**src/rtl/nibble_sum_accumulator.sv**
```systemverilog
`timescale 1ns/1ps
// nibble_sum_accumulator
// Accumulates a stream of IN_W-bit samples over windows of WINDOW samples and
// emits per-window {saturated sum, max sample, saturation flag}. A single
// output register plus one pending slot let the block stall the producer
// instead of dropping a completed window.
//
// Ports:
//   clk        clock, all state on rising edge
//   reset      asynchronous, active-high reset
//   in_valid   producer has a sample on in_data
//   in_data    sample value (unsigned, IN_W bits)
//   in_ready   block accepts a sample this cycle (combinational, low during clear)
//   clear      synchronous flush of partial window, pending slot and output register
//   out_valid  out_sum/out_max/out_sat hold a completed window
//   out_ready  consumer takes the result this cycle
//   out_sum    saturated window sum (ACC_W bits)
//   out_max    largest sample of the window
//   out_sat    window sum hit 2^ACC_W-1
module nibble_sum_accumulator #(
    parameter int unsigned WINDOW = 8,
    parameter int unsigned IN_W   = 4,
    parameter int unsigned ACC_W  = 12
) (
    input  logic             clk,
    input  logic             reset,
    input  logic             in_valid,
    input  logic [IN_W-1:0]  in_data,
    output logic             in_ready,
    input  logic             clear,
    output logic             out_valid,
    input  logic             out_ready,
    output logic [ACC_W-1:0] out_sum,
    output logic [IN_W-1:0]  out_max,
    output logic             out_sat
);

    localparam int unsigned      CNT_W   = $clog2(WINDOW + 1);
    localparam logic [ACC_W-1:0] ACC_MAX = '1;

    typedef enum logic {
        ST_ACCUM = 1'b0,
        ST_HOLD  = 1'b1
    } state_e;

    state_e             state_q;
    logic [ACC_W-1:0]   acc_q;
    logic [IN_W-1:0]    max_q;
    logic               sat_q;
    logic [CNT_W-1:0]   cnt_q;

    logic [ACC_W-1:0]   pend_sum_q;
    logic [IN_W-1:0]    pend_max_q;
    logic               pend_sat_q;

    logic               out_valid_q;
    logic [ACC_W-1:0]   out_sum_q;
    logic [IN_W-1:0]    out_max_q;
    logic               out_sat_q;

    // Window state after absorbing the current sample
    logic [ACC_W:0]     sum_wide;
    logic               clamp;
    logic [ACC_W-1:0]   acc_d;
    logic [IN_W-1:0]    max_d;
    logic               sat_d;

    logic               accept;
    logic               last;
    logic               out_take;
    logic               out_free;

    // Saturating add: the extra top bit of the widened sum flags overflow
    always_comb begin
        sum_wide = {1'b0, acc_q} + (ACC_W+1)'(in_data);
        clamp    = sum_wide[ACC_W];
        acc_d    = clamp ? ACC_MAX : sum_wide[ACC_W-1:0];
        sat_d    = sat_q | clamp;
        max_d    = (in_data > max_q) ? in_data : max_q;
    end

    assign in_ready = (state_q == ST_ACCUM) && !clear;
    assign accept   = in_valid && in_ready;
    assign last     = (cnt_q == CNT_W'(WINDOW - 1));
    assign out_take = out_valid_q && out_ready;
    // Output register can take a new result at this edge
    assign out_free = !out_valid_q || out_ready;

    // Window FSM, pending slot and output register
    always_ff @(posedge clk or posedge reset) begin
        if (reset) begin
            state_q     <= ST_ACCUM;
            acc_q       <= '0;
            max_q       <= '0;
            sat_q       <= 1'b0;
            cnt_q       <= '0;
            pend_sum_q  <= '0;
            pend_max_q  <= '0;
            pend_sat_q  <= 1'b0;
            out_valid_q <= 1'b0;
            out_sum_q   <= '0;
            out_max_q   <= '0;
            out_sat_q   <= 1'b0;
        end else if (clear) begin
            state_q     <= ST_ACCUM;
            acc_q       <= '0;
            max_q       <= '0;
            sat_q       <= 1'b0;
            cnt_q       <= '0;
            pend_sum_q  <= '0;
            pend_max_q  <= '0;
            pend_sat_q  <= 1'b0;
            out_valid_q <= 1'b0;
            out_sum_q   <= '0;
            out_max_q   <= '0;
            out_sat_q   <= 1'b0;
        end else begin
            case (state_q)
                ST_ACCUM: begin
                    if (accept && last) begin
                        // Window complete: restart accumulation immediately
                        acc_q <= '0;
                        max_q <= '0;
                        sat_q <= 1'b0;
                        cnt_q <= '0;
                        if (out_free) begin
                            out_valid_q <= 1'b1;
                            out_sum_q   <= acc_d;
                            out_max_q   <= max_d;
                            out_sat_q   <= sat_d;
                        end else begin
                            pend_sum_q <= acc_d;
                            pend_max_q <= max_d;
                            pend_sat_q <= sat_d;
                            state_q    <= ST_HOLD;
                        end
                    end else begin
                        if (accept) begin
                            acc_q <= acc_d;
                            max_q <= max_d;
                            sat_q <= sat_d;
                            cnt_q <= cnt_q + CNT_W'(1);
                        end
                        if (out_take) begin
                            out_valid_q <= 1'b0;
                        end
                    end
                end
                ST_HOLD: begin
                    // Output register is necessarily full here
                    if (out_take) begin
                        out_sum_q <= pend_sum_q;
                        out_max_q <= pend_max_q;
                        out_sat_q <= pend_sat_q;
                        state_q   <= ST_ACCUM;
                    end
                end
                default: state_q <= ST_ACCUM;
            endcase
        end
    end

    assign out_valid = out_valid_q;
    assign out_sum   = out_sum_q;
    assign out_max   = out_max_q;
    assign out_sat   = out_sat_q;

endmodule

```
**config.mk**
```make
export PLATFORM = sky130hd
export DESIGN_NAME = nibble_sum_accumulator
export DESIGN_NICKNAME = d
export VERILOG_FILES = /design/src/rtl/nibble_sum_accumulator.sv
export SDC_FILE = /design/constraint.sdc
export NUM_CORES = 1
export LEC_CHECK = 0
export ABC_AREA = 1
export CELL_PAD_IN_SITES_DETAIL_PLACEMENT = 0
export CELL_PAD_IN_SITES_GLOBAL_PLACEMENT = 1
export CORE_MARGIN = 10
export CORE_UTILIZATION = 37
export DETAILED_ROUTE_END_ITERATION = 6
export DONT_BUFFER_PORTS = 1
export PLACE_DENSITY = 0.65
export SYNTH_ARGS = -nofsm -noshare
export SYNTH_HDL_FRONTEND = slang
export SYNTH_SLANG_ARGS = --single-unit
```
**constraint.sdc**
```tcl
create_clock -name clk -period 2.58 [get_ports clk]
set_clock_uncertainty 0.2 [all_clocks]
set_input_delay 0.645 -clock clk [delete_from_list [all_inputs] [get_ports clk]]
set_output_delay 0.645 -clock clk [all_outputs]
set_load 0.02 [all_outputs]
```
==> impl_metrics.csv <==
group,metric,value,unit
clocking,root_buffer,"clkbuf_8",
floorplanning,initial_core_util,37.9,%
worst_setup_path,end_kind,"flop",
floorplanning,core_area,8180,sq um
synth,ys_seq_area_share,46.0,%
routing,drt_iter0_drc,169,
floorplanning,dieArea,12400,sq um
worst_setup_path,worstPathRequired,2.61,ns
global_routing,antenna_found_initial,0,
final_layout,fin_util,42.1,%
clocking,cts_tree,"yes",
worst_setup_path,cpMostUsedCell,"nand2_1",
synth,synth_seq_cells,57,
routing,wl,8.07,mm
pwr,vdd_drop_max,0.000219,V
sta,worst_pin_slew,0.643,ns
worst_setup_path,slowest_stage,"fa_1",
global_routing,grt_pass1_wl,13.7,mm
final_layout,fill_cells,842,
final_layout,area_delta_synth_final,10.9,%
placement,io_buffers,0,
clocking,holdBufCountCts,0,
routing,wl_per_cell,16.0,um
sta,maxSlewHeadroom,57.0,%
clocking,htreeDepth,3,
worst_setup_path,critical_path.max_stage_delay,0.44,ns
routing,ant_nets,0,
floorplanning,rows,33,
clocking,cts_setup_buffers,0,
sta,rsz0062_at_grt,"false",
pwr,power_density,656,nW/um^2
synth,synthDistinctLibCells,31,
global_routing,track_usage,13.5,%
synth,avgSynthCellArea,8.05,sq um
routing,drc_errors,0,
routing,viasPerCell,5.03,
clocking,clk_path_buf_depth,2,
clocking,clock_sinks,57,
synth,synthFlopType,"dfrtp_1",
final_layout,multi_input_area,1410,sq um
global_routing,grt_pass1_vias,2569,
sta,setup_tns,0,ns
status,status,"finished clean",
final_layout,mostFrequentLayoutCell,"nand2_1",
placement,place.gp.congestion,0.806,
final_layout,drive_gt1_share,11.3,%
synth,yosysWarnings,0,
sta,setup_ws,0.325,ns
final_layout,ff_latch_area,1430,sq um
min_path,hold_path.class,"in2async",
sta,period_share,87.4,%
sta,finalCriticalPeriod,2.26,ns
sta,hold_violations,0,
final_layout,layout_common_cells,"nand2_1, dfrtp_1, inv_1",
clocking,path_clk_slew,0.07,ns
synth,netlist_instances,385,
final_layout,diodes,0,
job,max_cap_violations,0,
clocking,clock_latency,0.34,ns
sta,slew_violations,0,
sta,fmax,443,MHz
routing,vias,2538,
synth,synth_edf_count,0,
sta,setup-violations-final,0,
floorplanning,chipHeight,112,um
global_routing,grt_max_degree,37,
clocking,ctsResizeCount,0,
worst_setup_path,crit_type,"reg2reg",
pwr,p_leak,0.00169,uW
routing,dr.pass1.iters,4,
worst_setup_path,path_cells,"ha_1 > fa_1 > nand2_1 > nand2_4 > nand3b_1 > nand3_1 > nand2_1 > a21boi_1",
worst_setup_path,critical_path_peak_fanout,6,
global_routing,grt.overflow.total,0,
floorplanning,die_x,112,um
placement,place_hpwl,5.77,mm
floorplanning,num_io_pins,28,
synth,netlist_area,3100,sq um
placement,place_ws,0.160,ns
worst_setup_path,startpoint_type,"flop",
final_layout,final_nets,414,
worst_setup_path,cp.arrival,2.29,ns
clocking,cts_buffers,9,
synth,synth_nets,404,
synth,async_reset_ff_share,100,%
==> final timing paths <==
kind                                from             to  slack, ns  cells after the start
max                             acc_q[0]    out_sum[10]       0.32                      8
min                                reset    out_sum[10]       0.03                      1
max reg2reg                     acc_q[0]    out_sum[10]       0.32                      8
min reg2reg                pend_sum_q[9]  pend_sum_q[9]       0.28                      2
max in group asynchronous          reset       acc_q[3]       1.56                      2
min in group clk           pend_sum_q[9]  pend_sum_q[9]       0.28                      2
==> metal layers <==
metal	up-vias	GRT usage [%]	share of wire [%]
met3	13	3.22	4.2
met1	1196	18.5	52
met4	0	4.88	1.4
met2	52	20.0	42
met5	-	0	0
li1	1277	-	-
==> where the power goes <==
group	switching, uW	total, uW	internal (uW)
Clock	384	879	495
Sequential	84.2	1040	953
Combinational	217	340	123
Total	685	2260	1570
==> final cells by class <==
class                           count  area share [%]
Sequential cell                    57            41.5
Multi-Input combinational cell    269            41.0
Inverter                           48            5.24
Clock buffer                       11            4.40
Tap cell                          105            3.82
Timing Repair Buffer               10            2.55
Clock inverter                      5            1.56
==> through the flow <==
step	std cells	power (uW)	area, sq um	hold slack [ns]
global placement	489	1390	3230	0.267
CTS	505	2280	3440	0.0393
detailed placement	489	1390	3230	0.268
floorplan	385	1290	3100	0.249
finish	505	2260	3440	0.0279
global route	505	2390	3440	0.0542
==> worst max-delay path, delay by kind of cell (launching register included) <==
family	cells	cell delay (ns)
fa+ha+maj	2	0.70
simple gates	5	0.77
flops	1	0.41
compound gates	1	0.07
==> registers in the layout, summed over array words and instances (netlist names) <==
register / flops
acc_q: 12
cnt_q: 4
max_q: 4
out_max: 4
out_sat: 1
out_sum: 12
out_valid: 1
pend_max_q: 4
pend_sat_q: 1
pend_sum_q: 12
sat_q: 1
state_q: 1
==> kinds of logic (layout without fill, tap and decap cells) <==
family	Yosys count	in the layout	share of synthesized area, %
DFF	57	57	46.0
buffers and inverters	59	74	8.56
and+or+nand+nor	173	173	24.6
AOI/OAI and AO/OA	82	82	15.5
adders and majority gates	10	10	4.28
xor gates and xnor gates	4	4	1.13
==> synth_stat cells, types with 5 or more instances <==
cell type | n | area (sq um)
o21ai_1 | 14 | 70.1
nand3_1 | 25 | 125
a21boi_1 | 16 | 120
dfrtp_1 | 57 | 1430
nand2_1 | 107 | 402
o22ai_1 | 6 | 37.5
a21oi_1 | 24 | 120
ha_1 | 9 | 113
o21ai_0 | 16 | 80.1
buf_6 | 5 | 56.3
nor2_1 | 19 | 71.3
inv_1 | 46 | 173
Note: power is estimated with default switching activity, not from simulation.
